--- config.mk ---
export PLATFORM = sky130hd
export DESIGN_NAME = priority_code_decoder_flat
export DESIGN_NICKNAME = d
export VERILOG_FILES = /design/src/rtl/priority_code_decoder_if.sv /design/src/rtl/priority_code_decoder.sv /design/src/flat_wrapper.sv
export SDC_FILE = /design/constraint.sdc
export NUM_CORES = 1
export LEC_CHECK = 0
export CORE_MARGIN = 3
export CORE_UTILIZATION = 49
export DETAILED_ROUTE_END_ITERATION = 12
export PLACE_DENSITY = 0.72
export SETUP_SLACK_MARGIN = 0.1
export SLEW_MARGIN = 20
export SYNTH_ARGS = -nofsm -noshare
export SYNTH_HDL_FRONTEND = slang
export SYNTH_SLANG_ARGS = --single-unit
export TNS_END_PERCENT = 50
--- constraint.sdc ---
create_clock -name clk -period 2.6 [get_ports clk]
set_clock_uncertainty 0.2 [all_clocks]
set_input_delay 0.26 -clock clk [delete_from_list [all_inputs] [get_ports clk]]
set_output_delay 0.26 -clock clk [all_outputs]
set_load 0.02 [all_outputs]
--- src/rtl/priority_code_decoder_if.sv ---
// Handshake and decoded-output bundle between the encoder link and the code decoder.
interface priority_code_decoder_if;
    logic [7:0]  code_in;
    logic        code_valid;
    logic        code_ready;
    logic [15:0] onehot_out;
    logic        out_valid;

    modport master (
        output code_in,
        output code_valid,
        input  code_ready,
        input  onehot_out,
        input  out_valid
    );

    modport slave (
        input  code_in,
        input  code_valid,
        output code_ready,
        output onehot_out,
        output out_valid
    );
endinterface

--- src/rtl/priority_code_decoder.sv ---
// Buffers priority codes in a small FIFO and replays each as a one-hot vector held HOLD cycles.
module priority_code_decoder #(
    parameter int          DEPTH     = 4,
    parameter int          HOLD      = 4,
    parameter logic [7:0]  IDLE_CODE = 8'hF0
) (
    input  logic                     clk,
    input  logic                     rst,
    priority_code_decoder_if.slave   bus,
    output logic                     busy,
    output logic                     err_illegal,
    input  logic                     err_clr
);
    localparam int AW = $clog2(DEPTH);
    localparam int HW = (HOLD > 1) ? $clog2(HOLD) : 1;

    typedef enum logic [0:0] {S_IDLE, S_DRIVE} state_t;

    state_t          state_q;
    logic [HW-1:0]   hold_q;
    logic [15:0]     onehot_q;
    logic            out_valid_q;
    logic            err_q;
    logic [AW-1:0]   wr_ptr_q;
    logic [AW-1:0]   rd_ptr_q;
    logic [AW:0]     cnt_q;
    logic [AW:0]     cnt_d;
    logic [7:0]      mem_q [DEPTH];

    logic            accept;
    logic            legal;
    logic            push;
    logic            pop;
    logic [7:0]      head;

    function automatic logic [15:0] decode(input logic [7:0] c);
        if (c == IDLE_CODE) return 16'h0000;
        return 16'h0001 << c[3:0];
    endfunction

    // Ready is derived only from the registered count; a pop never frees a slot in the same cycle.
    assign bus.code_ready = (cnt_q != (AW+1)'(DEPTH));
    assign accept         = bus.code_valid & bus.code_ready;
    assign legal          = (bus.code_in < 8'd16) || (bus.code_in == IDLE_CODE);
    assign push           = accept & legal;
    assign head           = mem_q[rd_ptr_q];
    assign pop            = (cnt_q != '0) && ((state_q == S_IDLE) || (hold_q == '0));

    assign bus.onehot_out = onehot_q;
    assign bus.out_valid  = out_valid_q;
    assign err_illegal    = err_q;
    assign busy           = (state_q == S_DRIVE) || (cnt_q != '0);

    always_comb begin
        cnt_d = cnt_q;
        case ({push, pop})
            2'b10:   cnt_d = cnt_q + (AW+1)'(1);
            2'b01:   cnt_d = cnt_q - (AW+1)'(1);
            default: cnt_d = cnt_q;
        endcase
    end

    always_ff @(posedge clk) begin
        if (push) mem_q[wr_ptr_q] <= bus.code_in;
    end

    always_ff @(posedge clk) begin
        if (rst) begin
            state_q     <= S_IDLE;
            hold_q      <= '0;
            onehot_q    <= '0;
            out_valid_q <= 1'b0;
            err_q       <= 1'b0;
            wr_ptr_q    <= '0;
            rd_ptr_q    <= '0;
            cnt_q       <= '0;
        end else begin
            cnt_q <= cnt_d;
            if (push) wr_ptr_q <= wr_ptr_q + AW'(1);
            if (pop)  rd_ptr_q <= rd_ptr_q + AW'(1);

            // An illegal accept outranks a concurrent clear.
            if (accept && !legal) err_q <= 1'b1;
            else if (err_clr)     err_q <= 1'b0;

            case (state_q)
                S_IDLE: begin
                    if (pop) begin
                        onehot_q    <= decode(head);
                        out_valid_q <= 1'b1;
                        hold_q      <= HW'(HOLD - 1);
                        state_q     <= S_DRIVE;
                    end
                end
                S_DRIVE: begin
                    if (hold_q != '0) begin
                        hold_q <= hold_q - HW'(1);
                    end else if (pop) begin
                        onehot_q    <= decode(head);
                        out_valid_q <= 1'b1;
                        hold_q      <= HW'(HOLD - 1);
                    end else begin
                        onehot_q    <= '0;
                        out_valid_q <= 1'b0;
                        state_q     <= S_IDLE;
                    end
                end
                default: state_q <= S_IDLE;
            endcase
        end
    end
endmodule

--- src/flat_wrapper.sv ---
// flat-port wrapper written by rule: the top's interface ports become plain ports
module priority_code_decoder_flat 
#(
    parameter int          DEPTH     = 4,
    parameter int          HOLD      = 4,
    parameter logic [7:0]  IDLE_CODE = 8'hF0
)
  (clk, rst, busy, err_illegal, err_clr, bus_code_in, bus_code_valid, bus_code_ready, bus_onehot_out, bus_out_valid);
  priority_code_decoder_if bus_i ();
  input  logic clk;
  input  logic rst;
  output logic busy;
  output logic err_illegal;
  input  logic err_clr;
  input wire logic [$bits(bus_i.code_in)-1:0] bus_code_in;
  input wire logic [$bits(bus_i.code_valid)-1:0] bus_code_valid;
  output wire logic [$bits(bus_i.code_ready)-1:0] bus_code_ready;
  output wire logic [$bits(bus_i.onehot_out)-1:0] bus_onehot_out;
  output wire logic [$bits(bus_i.out_valid)-1:0] bus_out_valid;
  assign bus_i.code_in = bus_code_in;
  assign bus_i.code_valid = bus_code_valid;
  assign bus_code_ready = bus_i.code_ready;
  assign bus_onehot_out = bus_i.onehot_out;
  assign bus_out_valid = bus_i.out_valid;
  priority_code_decoder #(.DEPTH(DEPTH), .HOLD(HOLD), .IDLE_CODE(IDLE_CODE)) u_core (.clk(clk), .rst(rst), .bus(bus_i), .busy(busy), .err_illegal(err_illegal), .err_clr(err_clr));
endmodule
# --- Word-level counts from Yosys, hierarchy flattened ---
# Memory sizes are Yosys's and may differ from the RTL's. A register that Yosys moved wholly into a read port is not among the register bits.
# Index checks and enable logic that the tools add are counted.
classes:
  bitwise: 3
  n_addsub: 5
  n_eq_ne: 7
  n_reduce_logical: 12
  muxes: 30
  shift: 1
  order_cmp: 1
ops:
  columns: ["cell", "n"]
  rows:
  - ["$mux W16", 6]
  - ["$pmux W16 S2", 1]
  - ["$eq A8 B8 Y1 const B", 2]
  - ["$shl A1 B4 Y16 const A", 1]
  - ["$mux W1", 15]
  - ["$lt A8 B5 Y1 const B", 1]
  - ["$mux W2", 4]
  - ["$pmux W3 S2", 1]
  - ["$reduce_bool A2 Y1", 3]
  - ["$add A2 B1 Y2 const B", 2]
  - ["$pmux W1 S2", 2]
  - ["$pmux W2 S2", 1]
  - ["$add A3 B1 Y3 const B", 1]
  - ["$logic_or A1 B1 Y1", 3]
  - ["$ne A3 B3 Y1 const B", 1]
  - ["$reduce_bool A3 Y1", 1]
  - ["$sub A3 B1 Y3 const B", 1]
  - ["$and A1 B1 Y1", 2]
  - ["$eq A2 B1 Y1 const B", 1]
  - ["$eq A2 B2 Y1 const B", 1]
  - ["$logic_and A1 B1 Y1", 2]
  - ["$logic_not A2 Y1", 1]
  - ["$ne A2 B1 Y1 const B", 1]
  - ["$ne A2 B2 Y1 const B", 1]
  - ["other kinds (4)", 4]
totals:
  ram_bits: 32
  out_inout_bits: 20
  ff_bits: 28
  n_memories: 1
  word_cells: 68
mem_list:
  columns: ["name", "depth", "word_bits", "read_ports", "rd_ports_with_merged_regs", "wr", "line", "rtl"]
  rows:
  - ["u_core.mem_q", 4, 8, 1, 1, 1, "priority_code_decoder.sv:28", "logic [7:0] mem_q [DEPTH];"]

# --- Depth between registers and ports, before layout ---
# Gate-level depths: netlist (run 1).
logic_depth:
  word_depth: 11
  depth_mapped: 10
  mapped_depth_nobuf: 10

# --- Worst setup path before layout (run 1) ---
# OpenSTA, ideal clock, no wires.
synth_timing:
  kind: "register to register"
  startpoint: "register u_core.cnt_q[2]"
  endpoint: "register u_core.cnt_q[2]"
  synth_period_minus_slack_ps: 2547
  stages_incl_launch_ff: 11
  arrival_ps: 2276
  slack_ps: 53
  required_ps: 2329
  setup_ps: 71
  cell_sequence: "dfxtp_1 or3b_2 nand2_1 nor2_1 inv_1 ha_1 inv_1 fa_1 xor2_1 or3_1 a21oi_1"
synth_between:
  elab_chain_cells: 5
  elab_cells_between_ends: 11
synth_lines:
  columns: ["item", "line", "rtl"]
  rows:
  - ["from (decl)", "priority_code_decoder.sv:26", "logic [AW:0] cnt_q;"]
  - ["from (signal assigned)", "priority_code_decoder.sv:78", "cnt_q <= cnt_d;"]
  - ["$ne A3 B3 Y1 *", "priority_code_decoder.sv:42", "assign bus.code_ready = (cnt_q != (AW+1)'(DEPTH));"]
  - ["via bus_code_ready", "flat_wrapper.sv:17", "output wire logic [$bits(bus_i.code_ready)-1:0] bus_code_ready;"]
  - ["$and A1 B1 Y1 *", "priority_code_decoder.sv:43", "assign accept = bus.code_valid & bus.code_ready;"]
  - ["$and A1 B1 Y1 *", "priority_code_decoder.sv:45", "assign push = accept & legal;"]
  - ["$eq A2 B1 Y1 or $eq A2 B2 Y1 (tied branches)", "priority_code_decoder.sv:56", "case ({push, pop})"]
  - ["$pmux W3 S2 or $reduce_bool A2 Y1 (tied branches)", null, null]
# Mark *: on every way through the listed nets, which the timed path passes. The rest lies on a longest branch.
# A chain may end at the register's enable or synchronous reset.

# --- Worst setup path in the final report (run 1) ---
layout_timing:
  startpoint: "register u_core.cnt_q[2]"
  endpoint: "register u_core.cnt_q[2]"
layout_between:
  elab_chain_cells: 5
  elab_cells_between_ends: 11
layout_lines:
  columns: ["item", "line"]
  rows:
  - ["$ne A3 B3 Y1", "priority_code_decoder.sv:42"]
  - ["$and A1 B1 Y1", "priority_code_decoder.sv:43"]
  - ["$and A1 B1 Y1", "priority_code_decoder.sv:45"]
  - ["$eq A2 B1 Y1 or $eq A2 B2 Y1 (tied branches)", "priority_code_decoder.sv:56"]
  - ["$pmux W3 S2 or $reduce_bool A2 Y1 (tied branches)", null]
# Parallel ways exist; a longest one is shown, timed or not.

==> metrics.md, run 1 <==
| Metric | Value |
|---|---|
| Avg Cell Area, Syn | `14.30 um^2` |
| Post-route DRC | `0` |
| Final hold slack | `86.87 ps` |
| Post-layout util | `0.6750` |
| Rows | `25` |
| CTS tree | `yes` |
| Multi-input logic area | `859.6 um^2` |
| Worst skew pair latency | `330 ps` |
| Share of layout cells above drive strength 1 | `0.2616` |
| Detail Route Antenna Nets | `0` |
| Final setup fails | `0` |
| Vias in the first global route | `1658` |
| Area grow syn2layout | `31.33%` |
| Critical Path Source Type | `flip-flop` |
| Commonest non-fill, non-tap cell in the layout | `edfxtp_1` |
| Mapped Nets | `190` |
| Die width | `76.85 um` |
| Yosys top cell area share | `0.3906` |
| DRT Pass-1 Iters | `4` |
| Cts hold-fix bufs | `0` |
| Total GRT Usage | `0.1680` |
| Pin count of the biggest net entering global routing | `17` |
| Element type at the critical path end | `flip-flop` |
| Clk buf depth | `2` |
| Final cycle utilization of the critical path | `0.9292` |
| Top cell type by total area after synthesis | `edfxtp_1` |
| Max Slew Vio Count | `0` |
| Crit path max fanout | `5` |
| Clock Pin Slew Worst Setup and Hold Paths | `60 ps` |
| Max-cap violations | `0` |
| Ys async rst share | `0` |
| Leakage power total | `0.001197 uW` |
| Cts bufs inserted | `9` |
| Nets | `250` |
| Arrival @ worst endpoint | `2470 ps` |
| Pwr dens | `831.0 nW/um^2` |
| Most frequent cells in the layout | `edfxtp_1, dfxtp_1, clkdlybuf4s50_1, buf_4` |
| N_diodes | `0` |
| Hold Fails Final Rpt | `0` |
| Fmax | `0.4139 GHz` |
| RSZ-0062 raised after global routing | `true` |
| Post-synth EDFFs | `32` |
| Largest cells by area after synthesis | `edfxtp_1, dfxtp_1, a22o_1, mux4_2, ha_1` |
| Placer Congestion | `0.8110` |
| Vias | `1622` |
| Initial DRC count | `64` |
| Initial antenna violation count | `0` |
| Die Area | `5906 um^2` |
| Clk sink count | `62` |
| Unique masters post-synth | `42` |
| Outcome | `finished, final reports clean` |
| VDD IR max | `446.3 uV` |
| WL final | `4539 um` |
| Placed insts | `286` |
| Post-Place Setup Slack | `-270.6 ps` |
| Top FF cell, synth | `edfxtp_1` |
| Cell Count, Final, Fillers Out | `304` |
| Core footprint | `4786 um^2` |
| H-tree lvl count | `3` |
| Fillers | `347` |
| Post-Synthesis Cell Area | `2460 um^2` |
| Initial Utilization | `0.5140` |
| Tmin final | `2416 ps` |
| Number of I/O port buffers | `31` |
| Synth warnings | `0` |
| Relative slew margins | `0.6285` |
| Wire per inst | `14.93 um` |
| Global-route wire length before repair | `7624 um` |
| DP HPWL | `3401 um` |
| Grt ovf | `0` |
| Worst Slack Setup Final | `184.0 ps` |
| Critical Path RT | `2660 ps` |
| Worst-margin pin slew | `555.5 ps` |
| Number of synthesized register bits | `62` |
| Die Ht | `76.85 um` |
| Total I/O pin count | `32` |
| Setup CP Type | `reg -> reg` |
| Vias per cell | `5.336` |
| Cells after synthesis | `172` |
| Clk root buf | `clkbuf_8` |
| Register Area | `1567 um^2` |
| Worst Hold Class | `in -> reg` |
| Sequential share of the synthesized area | `0.6348` |
## kinds of logic (layout without fill, tap and decap cells)
logic type / count (synthesis) / after routing / share of synthesized area
AOI/OAI and AO/OA: 34 / 34 / 0.1022
xor gates and xnor gates: 5 / 5 / 0.01780
adders and majority gates: 6 / 6 / 0.03357
buffers and inverters: 11 / 76 / 0.02746
DFF: 62 / 62 / 0.6348
muxes: 4 / 4 / 0.03662
and+or+nand+nor: 50 / 50 / 0.1475
## flip-flops by register name, summed over array words and instances, names as in the netlist, named ones only
name / flops
u_core.state_q: 1
u_core.bus.out_valid: 1
u_core.mem_q: 32
u_core.err_illegal: 1
u_core.hold_q: 2
u_core.cnt_q: 3
u_core.rd_ptr_q: 2
u_core.bus.onehot_out: 16
u_core.wr_ptr_q: 2
## timing repair
action / CTS / global route
gates resized for setup: 3 / 16
pin swaps: 0 / 8
setup buffers: 0 / 2
gates cloned: 0 / 0
setup endpoints to repair: 1 / 2
## metrics by stage
stage                     area, um^2  power, uW  setup TNS (ps)
after floorplan                 2462       1677               0
after global placement          2982       1866          -320.0
after detailed placement        2982       1902          -468.8
after CTS                       3174       2697               0
after global routing            3231       2836               0
final                           3231       2685               0
## worst max-delay path, cell delays in order, from the launching register on
cell and delay, ps:
dfxtp_4 360, or3b_4 410, nand2_4 70, nor2_2 30
inv_1 50, ha_2 180, inv_2 40, fa_2 350
xor2_1 150, or3_1 380, a21oi_2 120
## area by class of cell
class	count	share of cell area
clock buffer	9	0.03834
multi-input combinational	99	0.2661
clock inverter	7	0.02014
sequential	62	0.4849
inverter	6	0.006971
tap	67	0.02595
timing repair buffer	54	0.1576
## worst paths after layout
path	slack, ps	endpoint	depth (start not counted)	from
min reg2reg	270	u_core.bus.out_valid	1	u_core.bus.out_valid
max	180	u_core.cnt_q[2]	10	u_core.cnt_q[2]
max reg2reg	180	u_core.cnt_q[2]	10	u_core.cnt_q[2]
min	90	u_core.mem_q[2][4]	2	bus_code_in[4]
## power breakdown
part,internal (uW),switching (uW)
clock network,433,353
registers,1110,86.0
logic,337,366
total,1880,805
## metal layers
layer  GRT usage  up-vias  wire length, um
met2      0.2779       53             2328
met3     0.05634        9              238
met4      0.1033        0               97
met5           0        -                0
li1            -      782                -
met1      0.1860      778             1875
## cells in the mapped netlist (2+ instances only)
cell and n:
or3_1 2, edfxtp_1 32, or4_1 2, buf_6 3, nor2b_4 2, xor2_1 4, a22o_1 11, nor2_1 12
a21oi_1 8, and3_1 4, a32o_1 4, dfxtp_1 30, ha_1 5, o21a_1 3, nand3_1 4, inv_1 6
nor3_4 2, nor3b_1 3, nand2_1 2, mux4_2 4, o21ai_0 4, nand4_1 5
Note: power is estimated with default switching activity, not from simulation.
==> inputs of run 2 (changes only) <==
- SLEW_MARGIN: 20 -> unset
==> results of run 2 <==
Same layout as run 1: the final DEF is identical, and so are final timing and power.
==> inputs of run 3 (changes only) <==
- SKIP_LAST_GASP: unset -> 1
- clock period: 2.6 -> 2 ns (I/O delays scaled with it)
==> run 3 against run 2 <==
The run now ends with setup timing left. Worst hold slack worse by 19 ps. Combinational power is 64% higher. Register-to-register slack got worse by 490 ps. Critical path depth unchanged. Via count rose by 6.0%. Critical endpoint unchanged. Largest power group unchanged.
==> metrics.md, run 3 (synthesis gave the netlist of run 1 again) <==
| Metric | Value |
|---|---|
| Initial antenna violation count | `0` |
| Tmin final | `2303 ps` |
| Pwr dens | `1107 nW/um^2` |
| Commonest non-fill, non-tap cell in the layout | `buf_4` |
| Max Slew Vio Count | `0` |
| DRT Pass-1 Iters | `4` |
| Final setup fails | `2` |
| Crit path max fanout | `2` |
| Min-delay src | `bus_code_in[3]` |
| Biggest register | `u_core.mem_q` |
| Outcome | `complete, but fails checks` |
| Share of layout cells above drive strength 1 | `0.3386` |
| Worst Hold Class | `in -> reg` |
| Internal | `2603 uW` |
| Clk buf depth | `2` |
| Initial DRC count | `99` |
| VDD IR max | `598.8 uV` |
| Grt ovf | `0` |
| Worst-margin pin slew | `477.2 ps` |
| N_diodes | `0` |
| Psw | `1145 uW` |
| Most frequent cells in the layout | `buf_4, edfxtp_1, dfxtp_1, clkdlybuf4s50_1` |
| Area grow syn2layout | `37.64%` |
| Global-route wire length before repair | `8514 um` |
| Most common cell type on the critical path | `inv_2` |
| RSZ-0062 raised after global routing | `true` |
| Max-cap violations | `0` |
| Rows | `25` |
| Cts hold-fix bufs | `0` |
| Clock Pin Slew Worst Setup and Hold Paths | `70 ps` |
| Cts bufs inserted | `9` |
| Max reg flops | `32` |
| Worst skew pair latency | `340 ps` |
| Vias in the first global route | `1833` |
| Fmax | `0.4341 GHz` |
| Core footprint | `4786 um^2` |
| Setup CP Type | `reg -> reg` |
| DP HPWL | `3730 um` |
| Total I/O pin count | `32` |
| Arrival @ worst endpoint | `2370 ps` |
| CTS tree | `yes` |
| Cells on Worst Hold Path | `2` |
| Slowest stage cell, crit path | `or3b_4` |
| Detail Route Antenna Nets | `0` |
| Post-Place Setup Slack | `-758.8 ps` |
| Clk sink count | `62` |
| Combinational group share of total power | `0.307` |
| Placer Congestion | `0.8379` |
| Post-route DRC | `0` |
| Reg2reg setup slack | `-300 ps` |
| FF-to-FF Start | `u_core.cnt_q[2]` |
| Element type at the critical path end | `flip-flop` |
| Pin count of the biggest net entering global routing | `17` |
| Fillers | `343` |
| Critical Path RT | `2070 ps` |
| H-tree lvl count | `3` |
| Die Ht | `76.85 um` |
| Final hold slack | `67.69 ps` |
| Critical Path Source Type | `flip-flop` |
| R2R Path End | `u_core.cnt_q[2]` |
| Nets | `267` |
| Clock Power Share | `0.286` |
| Number of I/O port buffers | `31` |
| Vias | `1719` |
| Total power | `3747 uW` |
| Initial Utilization | `0.5140` |
| Vias per cell | `5.355` |
| CP Cell Sequence | `or3b_4, nand2_4, nor2_2, inv_2, ha_4, inv_2, fa_2, xor2_1, or3_1, a21oi_1` |
| Die width | `76.85 um` |
| CP Launch Point | `u_core.cnt_q[2]` |
| Hold Fails Final Rpt | `0` |
| Leakage power total | `0.001254 uW` |
| R2R cell count | `10` |
| Sw Ratio | `0.3055` |
| CP max stage delay | `400 ps` |
| Worst Slack Setup Final | `-303.4 ps` |
| Hold Path End | `u_core.mem_q[2][3]` |
| Clk root buf | `clkbuf_8` |
| Sequential fraction of design power | `0.407` |
| WL final | `5131 um` |
| Die Area | `5906 um^2` |
| Total GRT Usage | `0.1885` |
| Final cycle utilization of the critical path | `1.152` |
| Wire per inst | `15.98 um` |
| Relative slew margins | `0.6812` |
| Failing checks | `setup timing` |
## run 3: power by group through the flow
stage | sequential (uW) | combinational (uW) | clock [uW]
floorplan | 1590 | 600 | 0
global placement | 1540 | 975 | 0
detailed placement | 1550 | 1020 | 0
CTS | 1520 | 1090 | 1100
global route | 1540 | 1230 | 1160
finish | 1530 | 1150 | 1070
## run 3: layer usage
metal | GRT usage | up-vias | routed length [um]
met2 | 0.3362 | 41 | 2796
met1 | 0.1875 | 852 | 1957
met3 | 0.07512 | 8 | 277
met4 | 0.09601 | 0 | 100
li1 | - | 818 | -
met5 | 0 | - | 0
## run 3: layout make-up
type                    count  area [um^2]  share of cell area
clock buffers               9        123.9             0.03659
clock inverters             7        73.82             0.02180
inverters                   6        22.52            0.006652
multi-input cells          99        865.8              0.2557
flip-flops and latches     62         1569              0.4634
well taps                  67        83.83             0.02476
repair buffers             71        646.9              0.1911
## run 3: repair_timing
action / 4_1_cts / 5_1_grt
pin swaps: 7 / 5
resized for setup: 20 / 5
buffers inserted: 5 / 3
setup endpoints to repair: 49 / 34
## run 3: how the worst max path moves through the flow
stage / to / slack (ps) / cells after the start
3_3_place_gp: u_core.cnt_q[2] / -690 / 11
6_report: u_core.cnt_q[2] / -300 / 10
2_1_floorplan: u_core.cnt_q[2] / -300 / 10
4_1_cts: u_core.cnt_q[2] / -300 / 10
3_5_place_dp: u_core.cnt_q[2] / -760 / 11
5_1_grt: u_core.cnt_q[2] / -340 / 10
## run 3: stage by stage
stage	std cells	TNS (ps)	area [um^2]	utilization
2_1_floorplan	172	-463.1	2474	-
3_3_place_gp	297	-13560	3088	0.6452
3_5_place_dp	297	-13840	3088	0.6452
4_1_cts	318	-422.3	3339	0.6978
5_1_grt	321	-491.4	3386	0.7075
6_report	321	-418.6	3386	0.7075
## run 3: critical path, delay by kind of cell, from the launching register on
kind / cells / cell delay [ps]
compound gates: 1 / 140
xor+xnor: 1 / 160
fa+ha+maj: 2 / 460
buf+inv: 2 / 100
flops: 1 / 340
simple gates: 4 / 840
